==> src/rtl/ir_pkg.sv <==
// Shared constants for the instruction queue: MIPS field bit positions
// and the instruction word width.
package ir_pkg;

   localparam int INS_WIDTH = 32;

   // Field boundaries within a 32-bit MIPS instruction word
   localparam int OP_MSB    = 31;
   localparam int OP_LSB    = 26;
   localparam int RS_MSB    = 25;
   localparam int RS_LSB    = 21;
   localparam int RT_MSB    = 20;
   localparam int RT_LSB    = 16;
   localparam int RD_MSB    = 15;
   localparam int RD_LSB    = 11;
   localparam int SA_MSB    = 10;
   localparam int SA_LSB    = 6;
   localparam int FUNCT_MSB = 5;
   localparam int FUNCT_LSB = 0;
   localparam int IMM_MSB   = 15;
   localparam int IMM_LSB   = 0;
   localparam int ADDR_MSB  = 25;
   localparam int ADDR_LSB  = 0;

endpackage : ir_pkg

==> src/rtl/ir_fifo.sv <==
// Circular buffer of DEPTH instruction words, each tagged with its PC.
// The caller gates push/pop against full/empty; flush empties the buffer.
module ir_fifo
   import ir_pkg::*;
#(
   parameter int DEPTH     = 4,
   parameter int PC_WIDTH  = 32,
   parameter int CNT_WIDTH = $clog2(DEPTH) + 1
) (
   input  logic                 CLK,
   input  logic                 RST_n,
   input  logic                 push,
   input  logic                 pop,
   input  logic                 flush,
   input  logic [INS_WIDTH-1:0] wr_data,
   input  logic [PC_WIDTH-1:0]  wr_pc,
   output logic [INS_WIDTH-1:0] rd_data,
   output logic [PC_WIDTH-1:0]  rd_pc,
   output logic [CNT_WIDTH-1:0] count,
   output logic                 full,
   output logic                 empty
);

   localparam int PTR_W = $clog2(DEPTH);
   localparam int ENT_W = INS_WIDTH + PC_WIDTH;

   logic [ENT_W-1:0] mem [DEPTH];
   logic [PTR_W-1:0] wr_ptr;
   logic [PTR_W-1:0] rd_ptr;

   // Write the incoming word and its PC at the tail
   // NOTE: storage carries no reset; only pointers and count define which entries are live.
   always_ff @(posedge CLK) begin
      if (push) begin
         mem[wr_ptr] <= {wr_data, wr_pc};
      end
   end

   // Pointer and occupancy tracking; pointers wrap naturally since DEPTH is a power of 2
   // NOTE: sequential state uses non-blocking assignments so all registers update from pre-edge values.
   always_ff @(posedge CLK or negedge RST_n) begin
      if (!RST_n) begin
         wr_ptr <= '0;
         rd_ptr <= '0;
         count  <= '0;
      end else if (flush) begin
         wr_ptr <= '0;
         rd_ptr <= '0;
         count  <= '0;
      end else begin
         if (push) wr_ptr <= wr_ptr + PTR_W'(1);
         if (pop)  rd_ptr <= rd_ptr + PTR_W'(1);
         if (push && !pop)      count <= count + CNT_WIDTH'(1);
         else if (pop && !push) count <= count - CNT_WIDTH'(1);
      end
   end

   assign {rd_data, rd_pc} = mem[rd_ptr];
   assign full  = (count == CNT_WIDTH'(DEPTH));
   assign empty = (count == '0);

endmodule : ir_fifo

==> src/rtl/ir_queue.sv <==
// Instruction queue: FIFO of fetched words feeding a registered current
// instruction stage, with handshaking, flush, underrun flag and MIPS decode.
module ir_queue
   import ir_pkg::*;
#(
   parameter int DEPTH     = 4,
   parameter int PC_WIDTH  = 32,
   parameter int CNT_WIDTH = $clog2(DEPTH) + 1
) (
   input  logic                 CLK,
   input  logic                 RST_n,
   input  logic                 In_valid,
   output logic                 In_ready,
   input  logic [INS_WIDTH-1:0] Data_in,
   input  logic [PC_WIDTH-1:0]  PC_in,
   input  logic                 IRWre,
   input  logic                 Flush,
   output logic                 Ins_valid,
   output logic [INS_WIDTH-1:0] Ins_Data,
   output logic [PC_WIDTH-1:0]  PC_out,
   output logic [5:0]           Op_code,
   output logic [4:0]           Rs_reg,
   output logic [4:0]           Rt_reg,
   output logic [4:0]           Rd_reg,
   output logic [4:0]           Sa_number,
   output logic [5:0]           Funct,
   output logic [15:0]          Imm_number,
   output logic [25:0]          Addr_number,
   output logic [CNT_WIDTH-1:0] Count,
   output logic                 Underrun
);

   logic                 fifo_push;
   logic                 fifo_pop;
   logic                 fifo_full;
   logic                 fifo_empty;
   logic [INS_WIDTH-1:0] head_data;
   logic [PC_WIDTH-1:0]  head_pc;

   // Flush blocks both handshakes; a pop needs a non-empty queue
   assign In_ready  = !fifo_full && !Flush;
   assign fifo_push = In_valid && In_ready;
   assign fifo_pop  = IRWre && !fifo_empty && !Flush;

   ir_fifo #(
      .DEPTH     (DEPTH),
      .PC_WIDTH  (PC_WIDTH),
      .CNT_WIDTH (CNT_WIDTH)
   ) u_fifo (
      .CLK     (CLK),
      .RST_n   (RST_n),
      .push    (fifo_push),
      .pop     (fifo_pop),
      .flush   (Flush),
      .wr_data (Data_in),
      .wr_pc   (PC_in),
      .rd_data (head_data),
      .rd_pc   (head_pc),
      .count   (Count),
      .full    (fifo_full),
      .empty   (fifo_empty)
   );

   // Current instruction stage: load head on advance, invalidate on flush or empty advance
   always_ff @(posedge CLK or negedge RST_n) begin
      if (!RST_n) begin
         Ins_valid <= 1'b0;
         Ins_Data  <= '0;
         PC_out    <= '0;
         Underrun  <= 1'b0;
      end else begin
         Underrun <= IRWre && fifo_empty && !Flush;
         if (Flush) begin
            Ins_valid <= 1'b0;
         end else if (IRWre) begin
            Ins_valid <= !fifo_empty;
            if (!fifo_empty) begin
               Ins_Data <= head_data;
               PC_out   <= head_pc;
            end
         end
      end
   end

   // Field decode is taken from the current instruction only, never the FIFO head
   assign Op_code     = Ins_Data[OP_MSB:OP_LSB];
   assign Rs_reg      = Ins_Data[RS_MSB:RS_LSB];
   assign Rt_reg      = Ins_Data[RT_MSB:RT_LSB];
   assign Rd_reg      = Ins_Data[RD_MSB:RD_LSB];
   assign Sa_number   = Ins_Data[SA_MSB:SA_LSB];
   assign Funct       = Ins_Data[FUNCT_MSB:FUNCT_LSB];
   assign Imm_number  = Ins_Data[IMM_MSB:IMM_LSB];
   assign Addr_number = Ins_Data[ADDR_MSB:ADDR_LSB];

endmodule : ir_queue

==> config.mk <==
export PLATFORM = sky130hd
export DESIGN_NAME = ir_queue
export DESIGN_NICKNAME = d
export VERILOG_FILES = /design/src/rtl/ir_pkg.sv /design/src/rtl/ir_fifo.sv /design/src/rtl/ir_queue.sv
export SDC_FILE = /design/constraint.sdc
export NUM_CORES = 1
export LEC_CHECK = 0
export CORE_MARGIN = 5
export CORE_UTILIZATION = 57
export DETAILED_ROUTE_END_ITERATION = 10
export DONT_BUFFER_PORTS = 1
export PLACE_DENSITY = 0.84
export SYNTH_ARGS = -nofsm -noshare
export SYNTH_HDL_FRONTEND = slang
export SYNTH_SLANG_ARGS = --single-unit
==> constraint.sdc <==
create_clock -name CLK -period 2.83 [get_ports CLK]
set_clock_uncertainty 0.1 [all_clocks]
set_input_delay 0.566 -clock CLK [delete_from_list [all_inputs] [get_ports CLK]]
set_output_delay 0.566 -clock CLK [all_outputs]
set_load 0.005 [all_outputs]
==> results of run 1 <==
synth_stat cells (all sizes together):
cell type and instances:
edfxtp 256, buf 95, dfrtp 73, mux2 64
mux4 64, nor2 7, inv 6, nand2 5
and2 4, ha 4, xnor2 4, a21oi 3
clkbuf 3, nand2b 3, o31ai 3, nor3 2
a221oi 1, a31oi 1, fa 1, mux2i 1
nand3 1, nand3b 1, nor3b 1, nor4 1
nor4b 1, o2111ai 1, o211a 1, o31a 1
or3b 1, xor2 1
worst max-delay path: stages (launching register included):
cell and delay, ps:
dfrtp_1 560, nor3b_2 450, nor3_2 110, fa_1 460
nor4b_1 300, a221oi_1 120, a31oi_1 200, o31ai_1 110
stage by stage:
| stage | power [mW] | std cells |
|---|---|---|
| after floorplan | 9.086 | 610 |
| after global placement | 8.803 | 804 |
| after detailed placement | 8.963 | 804 |
| after CTS | 13.21 | 865 |
| after global routing | 13.69 | 865 |
| final | 13.03 | 865 |
power by group:
group	switching [mW]	internal (mW)	leakage, nW
Sequential	0.819	5.99	3.20
Combinational	0.886	1.14	0.827
Clock	1.70	2.49	0.505
Total	3.41	9.63	4.53
registers in the layout, indices dropped and copies added (netlist names):
register,flops
Ins_valid,1
u_fifo.wr_ptr,2
Ins_Data,32
PC_out,32
u_fifo.rd_ptr,2
u_fifo.count,3
u_fifo.mem,256
Underrun,1
worst max-delay path by stage:
stage	start	to	slack, ps	depth (start not counted)
floorplan	Flush	u_fifo.mem[0][0]	480	3
CTS	u_fifo.count[2]	u_fifo.count[2]	350	7
finish	u_fifo.count[2]	u_fifo.count[2]	290	7
detailed placement	u_fifo.count[2]	u_fifo.count[2]	350	7
global placement	u_fifo.count[2]	u_fifo.count[2]	550	7
global route	u_fifo.count[2]	u_fifo.count[2]	180	7
metal layers:
metal	vias up	routed length [um]
met5	-	0
met4	0	401
met1	2835	8815
li1	2226	-
met2	224	11520
met3	32	2012
cells by family after synthesis:
kind of cell,count (synthesis)
AND/OR/NAND/NOR,27
flip-flops,329
XOR/XNOR,5
adder cells (fa/ha/maj),5
buffers and inverters,104
multiplexers,129
AO/OA/AOI/OAI,11
layout make-up:
| cell class | count | area [um^2] |
|---|---|---|
| Timing Repair Buffer | 14 | 152.6 |
| Sequential cell | 329 | 9522 |
| Multi-Input combinational cell | 177 | 2544 |
| Inverter | 6 | 22.52 |
| Fill cell | 1449 | 8305 |
| Clock buffer | 48 | 933.4 |
| Tap cell | 280 | 350.3 |
| Clock inverter | 11 | 128.9 |
==> reports/summary.txt, run 1 <==
I/O pin cnt - 213
syn avg cell area - 20.93 um^2
cts repair resizes - 0
relative slew slack - 0.5996
initial antenna violation count - 0
largest net degree at the start of global routing - 74
run status - finished clean
Final Core Density - 0.6218
initial DRC count - 386
clk slew on worst S/H paths - 60 ps
Yosys warnings - 0
Final Max Tran Viols - 0
Final Hold Viols - 0
layout cell share with drive strength beyond 1 - 0.3179
fmax - 394.2 MHz
Max-cap violations - 0
largest cells by area after synthesis - edfxtp_1, dfrtp_1, mux4_2, mux2_2, buf_4
GR Layer Usage met2 - 0.3079
Layout area overhead - 6.928%
peak supply drop - 0.0006397 V
RSZ-0062 raised after global routing - false
vias in the first global route - 5910
Cell Area, Synth - 0.01277 mm^2
final wirelength - 22.75 mm
Hold Path Stages - 1
Static Leak - 4.534 nW
Chip Height - 159.7 um
I/O Buffers - 0
post-synthesis sequential area ratio - 0.7451
worst-case clock buffer depth - 3
DR vias - 5317
HP Class - primary input to flip-flop
part of the cycle the worst path needs - 0.8965
full die area - 0.02549 mm^2
Post-Synth Simple-Gate Area - 0.01313
Compound-Gate Fraction of Synth Area - 0.006271
Tmin final - 2537 ps
Yosys top cell by area - edfxtp_1
CP required - 3070 ps
arrival time worst endpoint - 2780 ps
slew at the pin with the worst max-slew slack - 600.5 ps
syn_nets - 684
worst slack, placed - 348.4 ps
area of placed instances - 0.01255 mm^2
setup TNS - 0 ps
fin nets - 636
Worst Min Path Start - Flush
met3 usage - 0.06289
Power Density - 954.5 mW/mm^2
CP max FO - 10
slack of the critical path - 293.0 ps
cell area after layout - 0.01365 mm^2
number of hold buffers added after cts - 2
routed length per instance - 26.30 um
adder-cell share of the synthesized area - 0.005488
r2r startpoint - u_fifo.count[2]
std cell rows - 54
Setup CP Type - flip-flop to flip-flop
Gate Count Post-Synth - 610
CTS buffer count - 34
met1 usage - 0.2339
first-pass GRT wire length - 35.87 mm
final setup fails - 0
Critical Path Source Type - flip-flop
DR vias/cell - 6.147
post-DP HPWL - 13.50 mm
hold slack final - 49.89 ps
final RePlAce weighted congestion - 0.7382
root buf cell - clkbuf_16
total gr overflow - 0
register bit count reported by yosys - 329
Worst Hold End - u_fifo.count[0]
Worst Reg-to-Reg Cells - 7
reg-to-reg setup timing slack - 290 ps
Clock H-tree levels - 2
1st-pass router iterations - 4
gr usage total - 0.1831
initial core utilization - 0.5815
Antenna Violating Nets Remaining - 0
diodes inserted - 0
count of different cell masters after synthesis - 36
CTS sink count - 329
share of the synthesized area in the top cell type - 0.6021
CTS tree - done
main combinational cell family by area after synthesis - multiplexers
grt peak-use layer - met2
most common cell after layout, fill and taps aside - edfxtp_1
Chip Width - 159.7 um
worst skew pair latency - 490 ps
total core area - 0.02196 mm^2
Post-Synth XOR/XNOR Area - 0.003430
commonest non-fill, non-tap cells in the layout - edfxtp_1, dfrtp_1, mux4_2
reg2reg end - u_fifo.count[2]
post-CTS setup buffers - 0
mux contribution to synthesized area - 0.1701
Worst Setup End Kind - flip-flop
DRC errors left - 0
No activity file was read; power rests on OpenSTA's default activity.
==> run 2, diff against run 1 <==
--- a/config.mk
+++ b/config.mk
@@ -7,6 +7,7 @@
 export LEC_CHECK = 0
 export CORE_MARGIN = 5
 export CORE_UTILIZATION = 57
+export CTS_CLUSTER_DIAMETER = 120
 export DETAILED_ROUTE_END_ITERATION = 10
 export DONT_BUFFER_PORTS = 1
 export PLACE_DENSITY = 0.84
==> results of run 2 <==
Final layout, timing and power as in run 1 (identical DEF).
